File: src/rtl/suma_carga_pkg.sv
// Shared definitions for the multi-battery charge adder.
//   estado_t      : FSM state encoding (IDLE, ACUM, DONE)
//   f_ancho_total : width of the total charge, wide enough for N_BAT full-scale readings
//   f_ancho_cnt   : width of the low-battery counter (holds 0..N_BAT)
package suma_carga_pkg;

    typedef enum logic [1:0] {
        IDLE = 2'd0,
        ACUM = 2'd1,
        DONE = 2'd2
    } estado_t;

    function automatic int unsigned f_ancho_total(input int unsigned n_bat,
                                                  input int unsigned ancho);
        return ancho + $clog2(n_bat);
    endfunction

    function automatic int unsigned f_ancho_cnt(input int unsigned n_bat);
        return $clog2(n_bat + 1);
    endfunction

endpackage

File: src/rtl/suma_carga_multi_sumador_ripple_n.sv
// Ripple-carry adder built from a chain of 1-bit full adders, carry-in tied to 0.
//   i_a, i_b : operands (ANCHO bits)
//   o_suma   : sum (ANCHO bits)
//   o_cout   : carry out of the top full adder
module sumador_ripple_n #(
    parameter int unsigned ANCHO = 4
) (
    input  logic [ANCHO-1:0] i_a,
    input  logic [ANCHO-1:0] i_b,
    output logic [ANCHO-1:0] o_suma,
    output logic             o_cout
);

    logic w_carry;

    // Carry ripples from bit 0 upward through one full adder per bit
    always_comb begin
        w_carry = 1'b0;
        o_suma  = '0;
        for (int i = 0; i < int'(ANCHO); i++) begin
            o_suma[i] = i_a[i] ^ i_b[i] ^ w_carry;
            w_carry   = (i_a[i] & i_b[i]) | (w_carry & (i_a[i] ^ i_b[i]));
        end
        o_cout = w_carry;
    end

endmodule

File: src/rtl/suma_carga_multi.sv
// Sequential N_BAT-battery charge adder with valid/ready handshakes.
// Accepts a packed vector of readings, accumulates one battery per clock
// through a single ripple adder, and returns the total (optionally clamped
// to LIMITE), a clamp flag and the number of batteries below UMBRAL.
//   clk, rst_n            : clock, asynchronous active-low reset
//   in_valid / in_ready   : input handshake, cargas sampled on acceptance
//   cargas                : battery i at bits [i*ANCHO +: ANCHO]
//   out_valid / out_ready : result handshake, results held while stalled
//   carga_total, saturado, bajas : registered results
module suma_carga_multi
    import suma_carga_pkg::*;
#(
    parameter  int unsigned N_BAT       = 4,
    parameter  int unsigned ANCHO       = 4,
    parameter  int unsigned SATURAR     = 0,
    parameter  int unsigned LIMITE      = 40,
    parameter  int unsigned UMBRAL      = 4,
    localparam int unsigned ANCHO_TOTAL = f_ancho_total(N_BAT, ANCHO),
    localparam int unsigned ANCHO_CNT   = f_ancho_cnt(N_BAT)
) (
    input  logic                   clk,
    input  logic                   rst_n,
    input  logic                   in_valid,
    output logic                   in_ready,
    input  logic [N_BAT*ANCHO-1:0] cargas,
    output logic                   out_valid,
    input  logic                   out_ready,
    output logic [ANCHO_TOTAL-1:0] carga_total,
    output logic                   saturado,
    output logic [ANCHO_CNT-1:0]   bajas
);

    localparam int unsigned ANCHO_IDX = $clog2(N_BAT);

    estado_t                r_estado;
    estado_t                w_estado_nxt;
    logic [N_BAT*ANCHO-1:0] r_sombra;
    logic [ANCHO_TOTAL-1:0] r_acc;
    logic [ANCHO_IDX-1:0]   r_idx;
    logic [ANCHO_CNT-1:0]   r_cnt;
    logic                   r_in_ready;
    logic                   r_out_valid;
    logic [ANCHO_TOTAL-1:0] r_total;
    logic                   r_saturado;
    logic [ANCHO_CNT-1:0]   r_bajas;

    logic                   w_in_ready_nxt;
    logic                   w_out_valid_nxt;
    logic [ANCHO-1:0]       w_carga_sel;
    logic                   w_baja;
    logic [ANCHO_TOTAL-1:0] w_suma;
    logic                   w_cout;
    logic [ANCHO_CNT-1:0]   w_cnt_nxt;
    logic                   w_ultimo;
    logic                   w_satura;

    // Select the battery addressed by the index from the shadow copy
    always_comb begin
        w_carga_sel = '0;
        for (int i = 0; i < int'(N_BAT); i++) begin
            if (r_idx == ANCHO_IDX'(i)) begin
                w_carga_sel = r_sombra[i*ANCHO +: ANCHO];
            end
        end
    end

    assign w_baja    = (32'(w_carga_sel) < UMBRAL);
    assign w_cnt_nxt = r_cnt + ANCHO_CNT'(w_baja);
    assign w_ultimo  = (r_idx == ANCHO_IDX'(N_BAT - 1));

    sumador_ripple_n #(
        .ANCHO (ANCHO_TOTAL)
    ) u_sumador (
        .i_a    (r_acc),
        .i_b    (ANCHO_TOTAL'(w_carga_sel)),
        .o_suma (w_suma),
        .o_cout (w_cout)
    );

    // Clamp decision on the full adder result including its carry-out
    assign w_satura = (SATURAR != 0) &&
                      ({w_cout, w_suma} > (ANCHO_TOTAL + 1)'(LIMITE));

    // State register
    always_ff @(posedge clk or negedge rst_n) begin
        if (!rst_n) begin
            r_estado <= IDLE;
        end else begin
            r_estado <= w_estado_nxt;
        end
    end

    // Next-state logic
    always_comb begin
        w_estado_nxt = r_estado;
        case (r_estado)
            IDLE:    if (in_valid)  w_estado_nxt = ACUM;
            ACUM:    if (w_ultimo)  w_estado_nxt = DONE;
            DONE:    if (out_ready) w_estado_nxt = IDLE;
            default: w_estado_nxt = IDLE;
        endcase
    end

    // Handshake outputs decoded from the upcoming state, then registered
    always_comb begin
        w_in_ready_nxt  = 1'b0;
        w_out_valid_nxt = 1'b0;
        case (w_estado_nxt)
            IDLE:    w_in_ready_nxt  = 1'b1;
            DONE:    w_out_valid_nxt = 1'b1;
            default: ;
        endcase
    end

    always_ff @(posedge clk or negedge rst_n) begin
        if (!rst_n) begin
            r_in_ready  <= 1'b1;
            r_out_valid <= 1'b0;
        end else begin
            r_in_ready  <= w_in_ready_nxt;
            r_out_valid <= w_out_valid_nxt;
        end
    end

    // Datapath: capture on accept, accumulate in ACUM, latch results on the last battery
    always_ff @(posedge clk or negedge rst_n) begin
        if (!rst_n) begin
            r_sombra   <= '0;
            r_acc      <= '0;
            r_idx      <= '0;
            r_cnt      <= '0;
            r_total    <= '0;
            r_saturado <= 1'b0;
            r_bajas    <= '0;
        end else if ((r_estado == IDLE) && in_valid) begin
            r_sombra <= cargas;
            r_acc    <= '0;
            r_idx    <= '0;
            r_cnt    <= '0;
        end else if (r_estado == ACUM) begin
            r_acc <= w_suma;
            r_idx <= r_idx + ANCHO_IDX'(1);
            r_cnt <= w_cnt_nxt;
            if (w_ultimo) begin
                r_total    <= w_satura ? ANCHO_TOTAL'(LIMITE) : w_suma;
                r_saturado <= w_satura;
                r_bajas    <= w_cnt_nxt;
            end
        end
    end

    assign in_ready    = r_in_ready;
    assign out_valid   = r_out_valid;
    assign carga_total = r_total;
    assign saturado    = r_saturado;
    assign bajas       = r_bajas;

endmodule

File: config.mk
export PLATFORM = sky130hd
export DESIGN_NAME = suma_carga_multi
export DESIGN_NICKNAME = d
export VERILOG_FILES = /design/src/rtl/suma_carga_pkg.sv /design/src/rtl/suma_carga_multi_sumador_ripple_n.sv /design/src/rtl/suma_carga_multi.sv
export SDC_FILE = /design/constraint.sdc
export NUM_CORES = 1
export LEC_CHECK = 0
export ABC_AREA = 1
export CAP_MARGIN = 5
export CELL_PAD_IN_SITES_DETAIL_PLACEMENT = 1
export CELL_PAD_IN_SITES_GLOBAL_PLACEMENT = 1
export CORE_MARGIN = 2
export CORE_UTILIZATION = 37
export CTS_CLUSTER_SIZE = 10
export DETAILED_ROUTE_END_ITERATION = 16
export PLACE_DENSITY = 0.73
export SLEW_MARGIN = 10
export SYNTH_ARGS = -nofsm -noshare
export SYNTH_HDL_FRONTEND = slang
export SYNTH_HIERARCHICAL = 1
export SYNTH_SLANG_ARGS = --single-unit
File: constraint.sdc
create_clock -name clk -period 3 [get_ports clk]
set_input_delay 0.9 -clock clk [delete_from_list [all_inputs] [get_ports clk]]
set_output_delay 0.9 -clock clk [all_outputs]
set_load 0.1 [all_outputs]
======== Word-level counts from Yosys, hierarchy flattened ========
Cells that the tools add are included.
operators by class
  add/subtract/negate cells ............... 2
  magnitude comparators ................... 1
  equality and inequality tests ........... 6
  muxes and demuxes ....................... 16
  bitwise logic cells ..................... 21
  reductions and logical operators ........ 6
operators by type and width
  cell                 number
  $mux 4               4
  $mux 6               2
  $mux 2               5
  $xor 1x1->1          9
  $and 1x1->1          8
  $eq 2x2->1 const B   4
  $logic_not 2->1      3
  $mux 3               2
  $pmux 2 s3           1
  $eq 2x1->1 const B   2
  $lt 4x3->1 const B   1
  $add 3x1->3          1
  $or 1x1->1           3
  $reduce_and 3->1     1
  $add 2x1->2 const B  1
  $mux 1               2
  $reduce_bool 2->1    1
  $logic_and 1x1->1    1
  $not 1->1            1
word-level totals
  bits in registers ....................... 40
  output and inout port bits .............. 12
  word-level logic and storage cells ...... 61

======== Longest topological paths before layout ========
Gate-level depths: netlist (run 1).
  word-level depth ........................ 16
  depth in mapped cells ................... 19
  depth with buffers taken out ............ 19

======== By module ========
The synthesis (run 1) kept the hierarchy.
modules (own cells, without submodules)
  module            instances  cells an instance  area each (um2)
  suma_carga_multi  1          204                1950.6
  sumador_ripple_n  1          16                 150.1

======== Least setup slack after synthesis (run 1) ========
No wires, ideal clock.
  kind .................................... register to register
  from .................................... register r_idx[0]
  to ...................................... register r_total[5], in the netlist carga_total[5]
  setup time .............................. 0.074 ns
  arrival ................................. 3.172 ns
  slack ................................... -0.246 ns
  stages on the path, launching flop included .. 20
  buffers on the path ..................... 0
  clock period less this slack ............ 3.246 ns
  cell sequence ........................... dfrtp_1 inv_1 ha_1 inv_2 nor2_1 nor2_1 nand2_1 nand2_1 ha_1 inv_1 fa_1 inv_1 fa_1 fa_1 fa_1 inv_1 fa_1 inv_1 inv_1 o21ai_2
between the ends
  word-level cells in the longest chain between the ends .. 14
  elaborated cells on any way between the ends .. 24
  classes of those cells .................. eq/ne: 3; mux: 4; bitwise: 15; reduce/logical: 2
RTL lines
  what                           line                                     RTL
  from (decl)                    suma_carga_multi.sv:39                   logic [ANCHO_IDX-1:0] r_idx;
  from (signal assigned)         suma_carga_multi.sv:142                  r_idx <= r_idx + ANCHO_IDX'(1);
  $logic_not 2->1                suma_carga_multi.sv:61                   if (r_idx == ANCHO_IDX'(i)) begin
  $mux 4 (3 in series)           suma_carga_multi.sv:61
  $mux 4 (*)                     suma_carga_multi.sv:61
  via w_carga_sel[0]             suma_carga_multi.sv:49                   logic [ANCHO-1:0] w_carga_sel;
  $and 1x1->1 (*) (2 in series)  suma_carga_multi_sumador_ripple_n.sv:22  w_carry = (i_a[i] & i_b[i]) | (w_carry & (i_a[i] ^ i_b[i]));
  $or 1x1->1 (*)                 suma_carga_multi_sumador_ripple_n.sv:22
  $and 1x1->1 (*)                suma_carga_multi_sumador_ripple_n.sv:22
  $or 1x1->1 (*)                 suma_carga_multi_sumador_ripple_n.sv:22
  $and 1x1->1 (*)                suma_carga_multi_sumador_ripple_n.sv:22
  $or 1x1->1 (*)                 suma_carga_multi_sumador_ripple_n.sv:22
  $and 1x1->1 (*)                suma_carga_multi_sumador_ripple_n.sv:22
  $xor 1x1->1 (*)                suma_carga_multi_sumador_ripple_n.sv:21  o_suma[i] = i_a[i] ^ i_b[i] ^ w_carry;
  via w_suma[5]                  suma_carga_multi.sv:51                   logic [ANCHO_TOTAL-1:0] w_suma;
  to (signal assigned)           suma_carga_multi.sv:145                  r_total <= w_satura ? ANCHO_TOTAL'(LIMITE) : w_suma;
  to (decl)                      suma_carga_multi.sv:43                   logic [ANCHO_TOTAL-1:0] r_total;
Mark *: on every way through the listed nets, which the timed path passes. The rest lies on a longest branch.
A chain may end at the register's enable or synchronous reset.

======== Final worst setup path (run 1) ========
  from .................................... register r_idx[0]
  to ...................................... register r_acc[5]
between the ends
  word-level cells in the longest chain between the ends .. 16
  elaborated cells on any way between the ends .. 25
  classes of those cells .................. eq/ne: 3; mux: 6; bitwise: 15; reduce/logical: 1
RTL lines
  what                           line                                     RTL
  $logic_not 2->1                suma_carga_multi.sv:61
  $mux 4 (3 in series)           suma_carga_multi.sv:61
  $mux 4 (*)                     suma_carga_multi.sv:61
  via w_carga_sel[0]             suma_carga_multi.sv:49
  $and 1x1->1 (*) (2 in series)  suma_carga_multi_sumador_ripple_n.sv:22
  $or 1x1->1 (*)                 suma_carga_multi_sumador_ripple_n.sv:22
  $and 1x1->1 (*)                suma_carga_multi_sumador_ripple_n.sv:22
  $or 1x1->1 (*)                 suma_carga_multi_sumador_ripple_n.sv:22
  $and 1x1->1 (*)                suma_carga_multi_sumador_ripple_n.sv:22
  $or 1x1->1 (*)                 suma_carga_multi_sumador_ripple_n.sv:22
  $and 1x1->1 (*)                suma_carga_multi_sumador_ripple_n.sv:22
  $xor 1x1->1 (*)                suma_carga_multi_sumador_ripple_n.sv:21
  via w_suma[5]                  suma_carga_multi.sv:51
  $mux 6 (*)                     suma_carga_multi.sv:140                  end else if (r_estado == ACUM) begin
  $mux 6 (*)                     suma_carga_multi.sv:135                  end else if ((r_estado == IDLE) && in_valid) begin
  to (signal assigned)           suma_carga_multi.sv:141                  r_acc <= w_suma;
  to (decl)                      suma_carga_multi.sv:38                   logic [ANCHO_TOTAL-1:0] r_acc;
Mark *: on every way through the listed nets, which the timed path passes. The rest lies on a longest branch. The select of a mux whose other input is x is not followed.

==> metrics.txt, run 1 <==
clock buffer depth 2; first-pass GRT wire length 7200 µm; Skew-Pair Late Insertion Delay around 0.29 ns; failing checks negative setup slack; # rows 27; Max Transition Viols Final 0; initial antenna violation count 0; placed standard-cell area between 0.002 and 0.003 mm²; Critical Path AT 3.39 ns; Least-Margin Pin Slew ~0.90 ns; Worst Setup End Kind flop; top fanout value on the critical path 3; Final GP Congestion roughly 0.73; ant diodes 0; status complete, but fails checks; worst setup margin -0.162 ns; htree depth 2; synth warn 6; Die Span Y about 80 µm; largest net degree at the start of global routing slightly above 40; cts bufs inserted 5; Core Region around 0.0055 mm²; HPWL Detailed 3030 µm; clk root buf clkbuf_8; Max Fclk around 320 MHz; CTS tree done; Total GRT Usage 0.148; endpoints failing setup 2; Setup crit start kind flop; clk sinks 40; total die area ~0.0063 mm²; I/O pin total 32; syn avg cell area 9.58 µm²; via/cell ratio approximately 4.5; final worst-path cycle share 1.05; Critical Path RT approximately 3.2 ns; clock slew at reported path FFs ~0.080 ns; Via Count about 1500; Post-route DRC 0; first-pass iteration count of the detailed router 4; end-of-flow core utilization 0.483; Setup Total Neg Slack -0.324 ns; DRT antenna net count 0; area added between synthesis and finish 26.7%; vias in the first global route ~1600; Slew HR 0.398; Worst Hold Class reg2reg; clk_skew 0.00581 ns; Max Cap Viol 0; IO Port Bufs 30; nets 297; Final Hold Vio Count 0; WL final about 4100 µm; die width around 79 µm; Min Clock Period, post-route 3.16 ns; Starting DRT DRC Count 52; Syn Inst Count roughly 220; drt wl/cell ~12 µm; layout cell share with drive strength beyond 1 0.376; RSZ-0062 raised after global routing yes; DP Worst Slack -0.349 ns; total congestion overflow 0; Starting Density 0.381; Mapped Area 0.00210 mm²; post-route cell area approximately 0.0027 mm²; CP Class reg2reg
==> flip-flops by register name, summed over array words and instances (netlist names) <==
name,flops
r_cnt,3
r_sombra,16
out_valid,1
r_acc,6
r_idx,2
r_estado,2
carga_total,6
in_ready,1
bajas,3
==> layout make-up <==
type	instances	area, µm²
fillers	646	2850
clock buffers	6	72.6
repair buffers	45	384
inverters	43	164
clock inverters	2	35.0
multi-input cells	130	907
flip-flops and latches	40	1000
well taps	72	90.1
==> worst max-delay path: stages, from the launching register on <==
cell and delay [ns]:
dfrtp_2 0.45, inv_2 0.10, ha_4 0.15, inv_2 0.04
nor2_1 0.08, nor2_1 0.04, nand2_1 0.06, nand2_1 0.05
ha_2 0.17, inv_2 0.05, fa_2 0.18, inv_2 0.04
fa_2 0.33, fa_2 0.35, fa_2 0.34, inv_2 0.06
fa_1 0.40, inv_1 0.07, inv_2 0.04, o21ai_2 0.10
==> worst paths after layout <==
kind	from	to	slack, ns	depth (start not counted)
worst max-delay path	r_idx[0]$_DFFE_PN0P_	r_acc[5]$_DFFE_PN0P_	-0.16	19
worst min-delay path	bajas[2]$_DFFE_PN0P_	bajas[2]$_DFFE_PN0P_	0.49	2
worst max register to register	r_idx[0]$_DFFE_PN0P_	r_acc[5]$_DFFE_PN0P_	-0.16	19
worst min register to register	bajas[2]$_DFFE_PN0P_	bajas[2]$_DFFE_PN0P_	0.49	2
max in group asynchronous	rst_n	r_idx[1]$_DFFE_PN0P_	1.66	1
min in group asynchronous	rst_n	bajas[0]$_DFFE_PN0P_	0.73	1
==> per-layer routing <==
metal	track usage	wire [µm]	vias to the layer above
met4	0.0621	80	0
li1	-	-	753
met2	0.256	2070	18
met5	0	0	-
met3	0.0205	85	7
met1	0.185	1840	748
==> cell usage in the layout (no fill, tap or decap), types with 2 or more instances in the layout <==
master,instances
fa_2,4
nand2_1,55
inv_1,29
inv_2,13
ha_4,2
o21ai_0,2
a21oi_2,2
conb_1,3
ha_2,2
clkbuf_8,5
nand3_1,3
dfrtp_2,2
a21oi_1,2
dfrtp_1,37
ha_1,3
nor2_1,9
o21ai_2,34
clkdlybuf4s50_1,18
buf_4,25
==> repair_timing <==
action	CTS	global route
endpoints found under the setup margin	4	4
hold buffers	0	0
pin swaps	9	1
gates resized for setup	11	3
hold endpoints to repair	0	0
setup buffers	1	0
==> per-stage QoR <==
stage / std cells / hold slack, ns
after floorplan: 221 / 0.455
after global routing: 338 / 0.515
after CTS: 338 / 0.496
after detailed placement: 329 / 0.475
final: 338 / 0.490
after global placement: 329 / 0.469
Power of run 1 is not shown: default switching activity piles up to over one toggle a cycle in this logic, so the estimate is an artifact.
==> run 2: changes to the inputs <==
ABC_AREA = not set   (was 1)
CORE_UTILIZATION = 38   (was 37)
PLACE_DENSITY = 0.72   (was 0.73)
==> run 2 against run 1 <==
Net effect:
- core utilization increased by 4.7 points
- the flow still finishes with violations (negative setup slack)
- critical path type unchanged
- flip-flop and latch count unchanged
- count of clock-buffer cells in the layout increased by 2
- hold slack improved by 0.021 ns
- sequential share of layout area increased by 1.5 points
- register-to-register slack got worse by 0.20 ns
- highest routed layer unchanged
- critical path depth decreased by 3
- final area decreased by 4.0%
- worst setup slack got worse by 0.20 ns
==> metrics.txt, run 2 <==
status complete, but fails checks; failing checks negative setup slack; I/O pin total 32; Crit path max-delay family adder cells; max reg flops 16; IO Port Bufs 30; HPWL Detailed ~3000 µm; total die area roughly 0.0057 mm²; DP Cell Count approximately 250; clock slew at reported path FFs 0.08 ns; Top reg by flops r_sombra; Starting DRT DRC Count 50; most frequent cells in the layout 39 x dfrtp_1, 20 x buf_4, 18 x clkdlybuf4s50_1, 13 x mux2_2, 11 x mux2_4; Worst Hold Class reg2reg; worst setup margin -0.365 ns; Setup crit start kind flop; DP Worst Slack -0.546 ns; vias in the first global route around 1400; total congestion overflow 0; largest net degree at the start of global routing 41; Max Fclk between 200 and 300 MHz; most frequent CP cell inv_2; Mapped Area between 0.0015 and 0.002 mm²; placed standard-cell area 0.00234 mm²; initial antenna violation count 0; endpoints failing setup 4; max incr delay on CP 0.49 ns; Worst Min Path Start carga_total[0]$_DFFE_PN0P_; Slew HR 0.409; clk root buf clkbuf_8; Post-route DRC 0; top fanout value on the critical path 4; cts bufs inserted 5; # rows 25; area added between synthesis and finish 32.5%; Least-Margin Pin Slew around 0.9 ns; ant diodes 0; Die Span Y 75.2 µm; via/cell ratio about 4.9; Critical Path AT 3.54 ns; syn avg cell area around 13 µm²; Worst Setup End Kind flop; Max Cap Viol 0; first-pass iteration count of the detailed router 4; post-route cell area between 0.002 and 0.003 mm²; Hold EP carga_total[0]$_DFFE_PN0P_; clk_skew slightly above 0.009 ns; r2r endpoint carga_total[5]$_DFFE_PN0P_; Skew-Pair Late Insertion Delay roughly 0.29 ns; htree depth 2; Setup Total Neg Slack -0.834 ns; Total GRT Usage 0.167; WP buf/inv 6; Critical-path top delay cell fa_1; most common cell after layout, fill and taps aside dfrtp_1; CP Class reg2reg; synth warn 6; Final Hold Vio Count 0; clock buffer depth 2; RSZ-0062 raised after global routing yes; nets 221; CTS tree done; worst r2r src r_idx[0]$_DFFE_PN0P_; final std cells w/o fill ~260; Final GP Congestion roughly 0.78; WL final approximately 4200 µm; Syn Inst Count ~140; layout cell share with drive strength beyond 1 0.411; crit-path cells inv_2 > buf_12 > ha_4 > nor2b_1 > o31ai_1 > ha_2 > inv_2 > fa_2 > inv_2 > fa_2 > fa_2 > fa_2 > inv_2 > fa_1 > inv_2 > mux2_4; first-pass GRT wire length roughly 6800 µm; Min Clock Period, post-route around 3.4 ns; r2r worst-path depth 16; Max Transition Viols Final 0; Critical Path RT between 3 and 4 ns; reg2reg setup slack -0.37 ns; clk sinks 40; drt wl/cell between 15 and 20 µm; DRT antenna net count 0; Via Count ~1200; Starting Density 0.400; Core Region 0.00482 mm²; die width around 75 µm; Hold Crit Depth 1; final worst-path cycle share 1.12
-- run 2: per-stage QoR --
stage / utilization / hold slack (ns)
finish: 0.530 / 0.511
global route: 0.530 / 0.536
CTS: 0.516 / 0.512
detailed placement: 0.485 / 0.493
global placement: 0.485 / 0.482
floorplan: - / 0.466
-- run 2: layout make-up --
cell class              count  area [µm²]
repair buffers             42         378
clock buffers               8         100
flip-flops and latches     40        1000
well taps                  67        83.8
fillers                   501        2270
inverters                  12        45.0
multi-input cells          88         942
-- run 2: worst max path at each step --
stage | startpoint | to | slack (ns) | depth (start not counted)
CTS | r_idx[1]$_DFFE_PN0P_ | carga_total[5]$_DFFE_PN0P_ | -0.42 | 16
global placement | r_idx[0]$_DFFE_PN0P_ | carga_total[5]$_DFFE_PN0P_ | -0.41 | 16
floorplan | r_idx[0]$_DFFE_PN0P_ | carga_total[3]$_DFFE_PN0P_ | 0.25 | 12
finish | r_idx[0]$_DFFE_PN0P_ | carga_total[5]$_DFFE_PN0P_ | -0.37 | 16
global route | r_idx[0]$_DFFE_PN0P_ | carga_total[5]$_DFFE_PN0P_ | -0.50 | 16
detailed placement | r_idx[0]$_DFFE_PN0P_ | carga_total[5]$_DFFE_PN0P_ | -0.55 | 16
-- run 2: per-layer routing --
| layer | vias to the layer above | GRT usage | wire, µm |
|---|---|---|---|
| li1 | 583 | - | - |
| met1 | 642 | 0.205 | 1730 |
| met2 | 18 | 0.282 | 2290 |
| met3 | 5 | 0.0361 | 129 |
| met4 | 0 | 0.0799 | 66 |
| met5 | - | 0 | 0 |
-- run 2: repair_timing --
item,4_1_cts,5_1_grt
cloned,0,0
resized for setup,8,11
setup endpoints to repair,4,5
hold buffers,0,0
pin swaps,7,3
buffers inserted,0,2
Power of run 2 is left out for the same reason.
